$ cat src/rtl/fp_norm_pkg.sv
// Shared constants for the FP add/sub normalise/round path.
package fp_norm_pkg;

  localparam int unsigned ROUND_RNE   = 0;
  localparam int unsigned ROUND_TRUNC = 1;

  localparam int unsigned MANT_IN_W_DEF  = 11;
  localparam int unsigned MANT_OUT_W_DEF = 8;
  localparam int unsigned EXP_W_DEF      = 8;
  localparam int unsigned LZ_W_DEF       = $clog2(MANT_IN_W_DEF + 1);

endpackage

$ cat src/rtl/lzc_param.sv
// Combinational leading-zero counter; count == W when the input is all zeros.
module lzc_param #(
  parameter int unsigned W    = 11,
  parameter int unsigned LZ_W = $clog2(W + 1)
) (
  input  logic [W-1:0]    in,
  output logic [LZ_W-1:0] count,
  output logic            all_zero
);

  // Scan LSB to MSB so the highest set bit has the final say.
  always_comb begin
    count = LZ_W'(W);
    for (int i = 0; i < int'(W); i++) begin
      if (in[i]) count = LZ_W'(int'(W) - 1 - i);
    end
  end

  assign all_zero = ~|in;

endmodule

$ cat src/rtl/lz_norm_pipe.sv
// Three-stage leading-zero normaliser and rounder (count, shift, round) with
// valid/ready flow control per stage.
module lz_norm_pipe
  import fp_norm_pkg::*;
#(
  parameter int unsigned MANT_IN_W  = MANT_IN_W_DEF,
  parameter int unsigned MANT_OUT_W = MANT_OUT_W_DEF,
  parameter int unsigned EXP_W      = EXP_W_DEF,
  parameter int unsigned ROUND_MODE = ROUND_RNE
) (
  input  logic                  clk,
  input  logic                  rst,
  input  logic                  in_valid,
  output logic                  in_ready,
  input  logic [MANT_IN_W-1:0]  in_mant,
  input  logic [EXP_W-1:0]      in_exp,
  output logic                  out_valid,
  input  logic                  out_ready,
  output logic [MANT_OUT_W-1:0] out_mant,
  output logic [EXP_W-1:0]      out_exp,
  output logic                  out_zero,
  output logic                  out_uflow,
  output logic                  out_oflow
);

  localparam int unsigned LZ_W  = $clog2(MANT_IN_W + 1);
  localparam int unsigned GRD_W = MANT_IN_W - MANT_OUT_W;
  localparam logic [GRD_W-1:0] S_MASK = GRD_W'((1 << (GRD_W - 1)) - 1);

  logic v1, v2, v3;
  logic rdy1, rdy2, rdy3;

  logic [MANT_IN_W-1:0] s1_mant;
  logic [EXP_W-1:0]     s1_exp;
  logic [LZ_W-1:0]      s1_lz;
  logic                 s1_zero;

  logic [MANT_IN_W-1:0] s2_mant;
  logic [EXP_W-1:0]     s2_exp;
  logic                 s2_zero;
  logic                 s2_uflow;

  logic [LZ_W-1:0] lz_c;
  logic            all_zero_c;

  // Ready chain: a stage may take data when empty or when it drains this cycle.
  assign rdy3      = !v3 || out_ready;
  assign rdy2      = !v2 || rdy3;
  assign rdy1      = !v1 || rdy2;
  assign in_ready  = rdy1;
  assign out_valid = v3;

  lzc_param #(.W(MANT_IN_W), .LZ_W(LZ_W)) u_lzc (
    .in       (in_mant),
    .count    (lz_c),
    .all_zero (all_zero_c)
  );

  // Shift stage; the extra exponent bit carries the borrow for underflow.
  logic [EXP_W:0]       exp_diff_c;
  logic [MANT_IN_W-1:0] n2_mant_c;
  logic [EXP_W-1:0]     n2_exp_c;
  logic                 n2_zero_c;
  logic                 n2_uflow_c;

  always_comb begin
    exp_diff_c = {1'b0, s1_exp} - (EXP_W + 1)'(s1_lz);
    n2_mant_c  = s1_mant << s1_lz;
    n2_exp_c   = exp_diff_c[EXP_W-1:0];
    n2_zero_c  = 1'b0;
    n2_uflow_c = 1'b0;
    if (s1_zero) begin
      n2_mant_c = '0;
      n2_exp_c  = '0;
      n2_zero_c = 1'b1;
    end else if (exp_diff_c[EXP_W]) begin
      n2_mant_c  = '0;
      n2_exp_c   = '0;
      n2_zero_c  = 1'b1;
      n2_uflow_c = 1'b1;
    end
  end

  // Round stage: RNE on guard/sticky, carry-out renormalises, exponent carry saturates.
  logic [MANT_OUT_W-1:0] top_c;
  logic [GRD_W-1:0]      grd_c;
  logic                  inc_c;
  logic [MANT_OUT_W:0]   sum_c;
  logic [EXP_W:0]        exp_inc_c;
  logic [MANT_OUT_W-1:0] n3_mant_c;
  logic [EXP_W-1:0]      n3_exp_c;
  logic                  n3_oflow_c;

  always_comb begin
    top_c      = s2_mant[MANT_IN_W-1 -: MANT_OUT_W];
    grd_c      = s2_mant[GRD_W-1:0];
    inc_c      = (ROUND_MODE == ROUND_RNE) && grd_c[GRD_W-1] &&
                 ((|(grd_c & S_MASK)) || top_c[0]);
    sum_c      = {1'b0, top_c} + (MANT_OUT_W + 1)'(inc_c);
    exp_inc_c  = {1'b0, s2_exp} + (EXP_W + 1)'(1);
    n3_mant_c  = sum_c[MANT_OUT_W-1:0];
    n3_exp_c   = s2_exp;
    n3_oflow_c = 1'b0;
    if (!s2_zero && sum_c[MANT_OUT_W]) begin
      if (exp_inc_c[EXP_W]) begin
        n3_mant_c  = '1;
        n3_exp_c   = '1;
        n3_oflow_c = 1'b1;
      end else begin
        n3_mant_c = MANT_OUT_W'(1) << (MANT_OUT_W - 1);
        n3_exp_c  = exp_inc_c[EXP_W-1:0];
      end
    end
  end

  always_ff @(posedge clk) begin
    if (rst) begin
      v1        <= 1'b0;
      v2        <= 1'b0;
      v3        <= 1'b0;
      s1_mant   <= '0;
      s1_exp    <= '0;
      s1_lz     <= '0;
      s1_zero   <= 1'b0;
      s2_mant   <= '0;
      s2_exp    <= '0;
      s2_zero   <= 1'b0;
      s2_uflow  <= 1'b0;
      out_mant  <= '0;
      out_exp   <= '0;
      out_zero  <= 1'b0;
      out_uflow <= 1'b0;
      out_oflow <= 1'b0;
    end else begin
      if (rdy1) v1 <= in_valid;
      if (rdy2) v2 <= v1;
      if (rdy3) v3 <= v2;
      if (in_valid && rdy1) begin
        s1_mant <= in_mant;
        s1_exp  <= in_exp;
        s1_lz   <= lz_c;
        s1_zero <= all_zero_c;
      end
      if (v1 && rdy2) begin
        s2_mant  <= n2_mant_c;
        s2_exp   <= n2_exp_c;
        s2_zero  <= n2_zero_c;
        s2_uflow <= n2_uflow_c;
      end
      if (v2 && rdy3) begin
        out_mant  <= n3_mant_c;
        out_exp   <= n3_exp_c;
        out_zero  <= s2_zero;
        out_uflow <= s2_uflow;
        out_oflow <= n3_oflow_c;
      end
    end
  end

endmodule
$ cat config.mk
export PLATFORM = sky130hd
export DESIGN_NAME = lz_norm_pipe
export DESIGN_NICKNAME = d
export VERILOG_FILES = /design/src/rtl/fp_norm_pkg.sv /design/src/rtl/lzc_param.sv /design/src/rtl/lz_norm_pipe.sv
export SDC_FILE = /design/constraint.sdc
export NUM_CORES = 1
export LEC_CHECK = 0
export BUFFER_PORTS_ARGS = -buffer_cell sky130_fd_sc_hd__clkbuf_2
export CORE_MARGIN = 2
export CORE_UTILIZATION = 58
export DETAILED_ROUTE_END_ITERATION = 8
export PLACE_DENSITY = 0.8
export SYNTH_ARGS = -nofsm -noshare
export SYNTH_HDL_FRONTEND = slang
export SYNTH_HIERARCHICAL = 1
export SYNTH_SLANG_ARGS = --single-unit
$ cat constraint.sdc
create_clock -name clk -period 2.9 [get_ports clk]
set_input_delay 0.725 -clock clk [delete_from_list [all_inputs] [get_ports clk]]
set_output_delay 0.725 -clock clk [all_outputs]
set_load 0.05 [all_outputs]
==> results.cfg, run 1 <==
[logic_synthesis]
synth_ff_type = dfxtp_1
syn_area_um2 = 3440
postSynth.asyncResetShare = 0
synth_xor_area_frac = 0.0331
synth_compound_area_frac = 0.182
synth.distinct_cells = 55
synth-seq-cells = 67
syn_nets = 444
syn_avg_cell_area_um2 = 8.33
yosys.area_share.adder = 0.0313
yosys_warnings = 6
synth.mux.area_fraction = 0.0775
synth_top_family_by_area = simple AND/OR/NAND/NOR gates
yosysSeqAreaShare = 0.390
synth-simple-area-share = 0.244
synth-edff-count = 0
syn_inst = 413

[drt]
via_per_inst = 5.65
dr_total_vias = 3006
ant_nets = 0
dr.pass1.iters = 4
drt_iter0_drc = 160
finalWirelength_um = 7070
routedWlPerCell_um = 13.3
drc_errors = 0

[power]
switching_power_uw = 549
switching_share = 0.270
ir_drop_uv = 314
clkPwrFrac = 0.376
power_density_nw_per_um2 = 522
p_leak_uw = 0.00143
pwr-share-seq = 0.489
p_int_uw = 1480
pwr-share-comb = 0.135

[critical_path]
r2r_cells = 9
r2r-end = s2_exp[6]
cp_data_required_time_ns = 2.17
cp_max_fo = 4
r2r-start = s1_exp[0]
crit_start = out_ready
worstSetupPathType = input port to output port
r2r_slack_ns = 0.66
crit_path_end_kind = output port
cp-endpoint = in_ready
start_kind = input port
cp_data_arrival_time_ns = 1.59

[die]
core_area_um2 = 5820
die_x_um = 81.0
start_util = 0.591
rows = 28
die_h_um = 81.0
die-area_um2 = 6560
io_pins = 44

[timing]
max_freq_mhz = 432
slew_headroom = 0.477
finalSetupTns_ns = 0
drv_slew = 0
skew_ns = 0.00694
rsz0062_at_grt = false
period_needed_ns = 2.31
whs_ns = 0.452
finalHoldViolCount = 0
finalCritPeriodShare = 0.798
setup_viol = 0
tightest_slew_ns = 0.785

[grt]
grt_first_pass_wirelength_um = 12300
grt.total_usage = 0.240
grt_overflow_total = 0
grt_pass1_vias = 2751
antenna_found_initial = 0
grt_max_degree = 41

[cells_and_area]
utilization = 0.669
final_common_cell = nand2_1
fill_cells = 490
nets = 483
mostFrequentLayoutCells = 81 x nand2_1, 67 x dfxtp_1, 44 x a21oi_1
multi_input_area_um2 = 1950
syn2layout_area_growth_pct = 13.1
drive_gt1_frac = 0.190
seq_area_um2 = 1340
diodes = 0

[clocking]
postCtsSetupBuffers = 0
htree_levels = 3
cts_resized = 0
cts_buffer_depth = 2
root_buffer = clkbuf_8
tritoncts = yes
numCtsBuffers = 9
clock-sinks = 67
insertion_delay_ns = 0.34
clk_pin_slew_ns = 0.07
hold_buffers = 0

[worst_hold_path]
hp-class = flop to flop

[placed_design]
io_buffers = 43
post-dp-hpwl_um = 5220
gp_congestion = 0.871

[run_status]
status = finished, final reports clean

[job]
drv_cap = 0
[worst max-delay path: stages]
cell and delay, ns:
clkbuf_2 0.08, nand3b_1 0.20, or2_2 0.33, clkbuf_2 0.25
[metrics by stage]
| step | instance area (µm²) | worst slack [ns] | power, µW | instances |
|---|---|---|---|---|
| CTS | 3890 | 0.587 | 2050 | 532 |
| floorplan | 3440 | 0.725 | 1220 | 413 |
| global placement | 3700 | 0.602 | 1280 | 516 |
| detailed placement | 3700 | 0.594 | 1290 | 516 |
| finish | 3890 | 0.585 | 2030 | 532 |
| global route | 3890 | 0.444 | 2120 | 532 |
[worst min-delay path by stage]
stage           startpoint           to  slack, ns  cells past startpoint
2_1_floorplan     s2_uflow    out_uflow       0.43                      2
3_3_place_gp   out_mant[7]  out_mant[7]       0.44                      2
3_5_place_dp     out_oflow    out_oflow       0.45                      2
4_1_cts          out_oflow    out_oflow       0.46                      2
5_1_grt        out_mant[7]  out_mant[7]       0.46                      2
6_report         out_oflow    out_oflow       0.45                      2
[logic make-up (layout without fill, tap and decap cells)]
kind of cell,Yosys count,after routing
DFF,67,67
xor gates and xnor gates,13,13
AOI/OAI and AO/OA,96,96
adders and majority gates,8,8
buffers and inverters,33,77
muxes,21,21
and+or+nand+nor,175,175
[sequential cells by signal, indices dropped and copies added, names as in the netlist, 4 cells and up]
name	flops
out_exp	8
s2_exp	8
s1_lz	4
out_mant	8
s2_mant	11
s1_mant	11
s1_exp	8
[layer usage]
metal,vias to the layer above,part of all wire,global-route usage
li1,1527,-,-
met5,-,0,0
met2,89,0.47,0.404
met3,12,0.052,0.0411
met1,1378,0.46,0.297
met4,0,0.020,0.122
[layout make-up]
type,count,area share
clock buffer,11,0.0363
clock inverter,5,0.0135
inverter,11,0.0106
multi-input combinational,313,0.502
sequential,67,0.345
tap,75,0.0241
timing repair buffer,50,0.0688
[cells in the mapped netlist (all sizes together) (6+ instances only)]
cell type	n	area, µm²
nand3b	10	75.1
buf	6	43.8
nand3	10	55.1
xor2	6	52.6
xnor2	7	61.3
nor3	6	40.0
clkbuf	16	60.1
mux2i	12	120
a21oi	44	220
nor2	37	139
o21ai	9	45.0
dfxtp	67	1340
ha	7	87.6
inv	11	41.3
a211oi	11	105
o211ai	6	45.0
nand2	81	304
[power by group through the flow]
stage | registers [µW] | logic (µW) | clock network (µW)
after floorplan | 1040 | 181 | 0
after global placement | 1010 | 268 | 0
after detailed placement | 1010 | 273 | 0
after CTS | 994 | 275 | 778
after global routing | 999 | 307 | 815
final | 994 | 274 | 765
(Power assumes the default switching activity.)
==> run 2, diff against run 1 <==
- ABC_AREA: default -> 1
- CORE_UTILIZATION: 58 -> 52
- PLACE_DENSITY: 0.8 -> 0.76
- clock period: 2.9 -> 1.9 ns (I/O delays scaled with it)
==> run 2 against run 1 <==
Sequential share of layout area decreased by 1.6 points. Critical endpoint is now s2_exp[4]. Largest power group unchanged. Worst hold slack got worse by 0.069 ns. Synthesized cell count increased by 27%. Combinational power increased by 100%. Highest routed layer unchanged.
==> results.cfg, run 2 <==
[run_status]
status = finished, final reports clean

[clocking]
insertion_delay_ns = 0.35
cts_buffer_depth = 2
clock-sinks = 67
tritoncts = yes
numCtsBuffers = 9
root_buffer = clkbuf_8
clk_pin_slew_ns = 0.07
hold_buffers = 0
htree_levels = 3

[logic_synthesis]
yosysTopAreaCellShare = 0.380
syn_inst = 523
syn_nets = 554
postSynth.asyncResetShare = 0
yosysSeqAreaShare = 0.380
synth_ff_type = dfxtp_1
synth-seq-cells = 67
yosysMostFrequentCell = nand2_1
yosysTopAreaCell = dfxtp_1
syn_avg_cell_area_um2 = 6.76
syn_area_um2 = 3530
synth_area_leaders = dfxtp_1 38%, nand2_1 13%, nand3_1 8.6%
synth.top_cells.by_count = 122 x nand2_1, 67 x dfxtp_1, 61 x nand3_1
synth-edff-count = 0
synth.distinct_cells = 37
yosys_warnings = 6

[critical_path]
cp_max_fo = 4
cp_data_arrival_time_ns = 2.01
cp_data_required_time_ns = 2.18
worstSetupPathType = flop to flop
r2r_slack_ns = 0.17
start_kind = flop
crit_path_end_kind = flop

[die]
start_util = 0.529
io_pins = 44
rows = 30
core_area_um2 = 6680
die-area_um2 = 7470
die_h_um = 86.4
die_x_um = 86.4

[cells_and_area]
finalInstanceArea_um2 = 4100
final_common_cell = nand2_1
nets = 605
utilization = 0.614
diodes = 0
mostFrequentLayoutCells = 121 x nand2_1, 65 x dfxtp_1, 61 x nand3_1
syn2layout_area_growth_pct = 16.1
drive_gt1_frac = 0.183
reg_top3 = s1_mant: 11 flops, s2_mant: 11 flops

[grt]
grt.total_usage = 0.230
grt_max_degree = 36
grt_pass1_vias = 3181
grt_overflow_total = 0
grt_first_pass_wirelength_um = 13900
antenna_found_initial = 0

[timing]
drv_slew = 0
max_freq_mhz = 579
finalHoldViolCount = 0
setup_viol = 0
slew_headroom = 0.763
period_needed_ns = 1.73
tightest_slew_ns = 0.356
finalCritPeriodShare = 0.909
skew_ns = 0.0111
finalSetupTns_ns = 0
rsz0062_at_grt = false

[job]
drv_cap = 0

[drt]
drt_iter0_drc = 182
dr.pass1.iters = 4
routedWlPerCell_um = 12.2
via_per_inst = 5.21
drc_errors = 0
finalWirelength_um = 8010
dr_total_vias = 3432
ant_nets = 0

[power]
ir_drop_uv = 343
p_leak_uw = 0.00189
power_density_nw_per_um2 = 795

[placed_design]
io_buffers = 43
postPlaceCellArea_um2 = 3890
post-dp-hpwl_um = 6020
gp_congestion = 0.906

[worst_hold_path]
hp-class = input port to flop
## run 2: final cells by class
| cell class | instances | area (µm²) |
|---|---|---|
| Multi-Input combinational cell | 377 | 1880 |
| Fill cell | 671 | 2580 |
| Clock inverter | 2 | 35.0 |
| Inverter | 56 | 210 |
| Sequential cell | 67 | 1350 |
| Clock buffer | 14 | 153 |
| Tap cell | 80 | 100 |
| Timing Repair Buffer | 63 | 378 |
## run 2: cells by family (layout without fill, tap and decap cells)
group,count (synthesis),count (layout),share of synthesized area
AO/OA/AOI/OAI,101,101,0.159
XOR/XNOR,4,4,0.00991
flip-flops,67,67,0.380
buffers and inverters,79,135,0.0914
adder cells (fa/ha/maj),8,8,0.0305
AND/OR/NAND/NOR,264,264,0.330
## run 2: path summary, 6_finish.rpt
path	start	to	cells after the start
max	s1_exp[0]	s2_exp[4]	11
min	in_exp[2]	s1_exp[2]	3
max reg2reg	s1_exp[0]	s2_exp[4]	11
min reg2reg	s1_mant[3]	s1_mant[3]	2
## run 2: worst max-delay path: stages, from the launching register on
cell	delay [ns]
dfxtp_1	0.30
inv_1	0.08
ha_1	0.15
inv_1	0.05
fa_2	0.34
inv_1	0.06
nor2_1	0.04
nor2_2	0.17
buf_4	0.14
xor2_1	0.15
nand2_1	0.07
a21oi_1	0.11
## run 2: timing repair
action / in CTS / in global routing
setup buffers: 0 / 1
endpoints found under the setup margin: 0 / 12
gates resized for setup: 0 / 4
## run 2: power by group
part	leakage, µW	switching [µW]	total, µW	internal [µW]
Sequential	0.000550	55.9	1540	1480
Combinational	0.00124	361	560	199
Clock	0.0000947	522	1160	643
## run 2: stage by stage
step           hold slack [ns]  std cells  power (µW)  setup WS [ns]
6_report                 0.383        659        3260          0.172
2_1_floorplan            0.437        523        1960        0.00453
4_1_cts                  0.378        658        3270         0.0919
3_3_place_gp             0.452        642        2100          0.144
3_5_place_dp             0.460        642        2110         0.0962
5_1_grt                  0.408        659        3420         0.0237
## run 2: per-layer routing
layer | part of all wire | vias to the layer above | track usage
met4 | 0.016 | 0 | 0.107
met5 | 0 | - | 0
li1 | - | 1804 | -
met2 | 0.47 | 105 | 0.387
met3 | 0.052 | 13 | 0.0400
met1 | 0.46 | 1510 | 0.286
==> run 3, diff against run 2 <==
- CORE_UTILIZATION: 52 -> 40
- PLACE_DENSITY: 0.76 -> 0.61
==> run 3 against run 2 <==
Sequential share of layout area is 0.54 points lower. Combinational power is 2% higher. Via count is 0.32% lower. Global-route usage is 5.0 points lower. Sequential power hardly changed. Final cell count is 4.1% higher. Clock-buffer cell count is 1 lower. Non-clock buffer count is 1 lower. Final area is 1.7% higher. Critical endpoint is now s2_exp[6].
==> results.cfg, run 3 (synthesized netlist as in run 2, its figures left out) <==
[die]
die_h_um = 98.0
core_area_um2 = 8640
rows = 34
io_pins = 44
die_x_um = 98.0
die-area_um2 = 9600
start_util = 0.409

[cells_and_area]
final_common_cell = nand2_1
fill_cells = 912
syn2layout_area_growth_pct = 18.0
final_cells = 686
utilization = 0.483
drive_gt1_frac = 0.194
diodes = 0
reg_top3 = s1_mant: 11 flops, s2_mant: 11 flops
mostFrequentLayoutCells = 120 x nand2_1, 65 x dfxtp_1, 60 x nand3_1
nets = 604

[critical_path]
r2r_cells = 12
crit_start = s1_exp[0]
cp_data_required_time_ns = 2.17
r2r-start = s1_exp[0]
start_kind = flop
cp_data_arrival_time_ns = 2.07
worstSetupPathType = flop to flop
cp_max_fo = 3
crit_path_end_kind = flop

[drt]
drt_iter0_drc = 126
via_per_inst = 4.99
routedWlPerCell_um = 12.1
dr_total_vias = 3421
ant_nets = 0
drc_errors = 0
finalWirelength_um = 8320
dr.pass1.iters = 4

[placed_design]
gp_congestion = 0.900
post-dp-hpwl_um = 6460
io_buffers = 43
placed_cells = 668

[timing]
finalCritPeriodShare = 0.944
drv_slew = 0
tightest_slew_ns = 0.362
slew_headroom = 0.758
finalSetupTns_ns = 0
whs_ns = 0.395
setup_viol = 0
skew_ns = 0.00938
max_freq_mhz = 558
finalHoldViolCount = 0
period_needed_ns = 1.79

[job]
drv_cap = 0

[grt]
grt_pass1_vias = 3166
grt.total_usage = 0.180
antenna_found_initial = 0
grt_max_degree = 33
grt_overflow_total = 0
grt_first_pass_wirelength_um = 14200

[power]
totalPowerFinal_uw = 3280
p_leak_uw = 0.00189
power_density_nw_per_um2 = 785
ir_drop_uv = 405

[clocking]
htree_levels = 3
root_buffer = clkbuf_8
clk_pin_slew_ns = 0.07
insertion_delay_ns = 0.34
tritoncts = yes
clock-sinks = 67
numCtsBuffers = 9
cts_buffer_depth = 2

[worst_hold_path]
whs_path_depth = 3
hp-class = input port to flop
min_from = in_exp[2]

[run_status]
status = finished, final reports clean
==> run 3: critical path: stages (launching register included) <==
cell and delay [ns]:
dfxtp_1 0.31, inv_2 0.06, ha_2 0.16, inv_1 0.05, fa_2 0.35, inv_1 0.06
nor2_1 0.04, nor2_2 0.21, buf_6 0.15, nand3_1 0.06, nand2_1 0.07, nand3_2 0.07
a21oi_2 0.13
==> run 3: routing by layer <==
metal	share of wire	global-route usage	up-vias
met5	0	0	-
met4	0.017	0.0556	0
met3	0.040	0.0387	14
met2	0.46	0.309	74
met1	0.48	0.225	1530
li1	-	-	1803
==> run 3: final timing paths <==
| check | slack, ns | to |
|---|---|---|
| max | 0.11 | s2_exp[6] |
| min | 0.39 | s1_exp[2] |
| max reg2reg | 0.11 | s2_exp[6] |
| min reg2reg | 0.47 | s1_exp[0] |
==> run 3: timing repair <==
item / in CTS / in global routing
setup endpoints to repair: 2 / 16
setup buffers: 0 / 2
resized for setup: 1 / 11
pin swaps: 0 / 3
hold buffers: 0 / 0
==> run 3: cell type report <==
cell class	count	area, µm²	area share
well taps	108	135	0.0324
repair buffers	62	374	0.0897
flip-flops and latches	67	1350	0.323
clock inverters	3	47.5	0.0114
inverters	56	210	0.0504
multi-input cells	377	1910	0.458
clock buffers	13	149	0.0357
==> run 3: power breakdown <==
| group | internal [µW] | leakage [µW] | total, µW | switching [µW] |
|---|---|---|---|---|
| Clock | 648 | 0.0000978 | 1170 | 520 |
| Sequential | 1480 | 0.000550 | 1540 | 58.0 |
| Combinational | 201 | 0.00124 | 570 | 369 |
| Total | 2330 | 0.00189 | 3280 | 947 |
==> run 3: per-stage QoR <==
stage	worst slack [ns]	cell area (µm²)
2_1_floorplan	0.00453	3560
3_3_place_gp	0.120	3920
3_5_place_dp	0.00812	3920
4_1_cts	0.0682	4120
5_1_grt	-0.0156	4170
6_report	0.107	4170
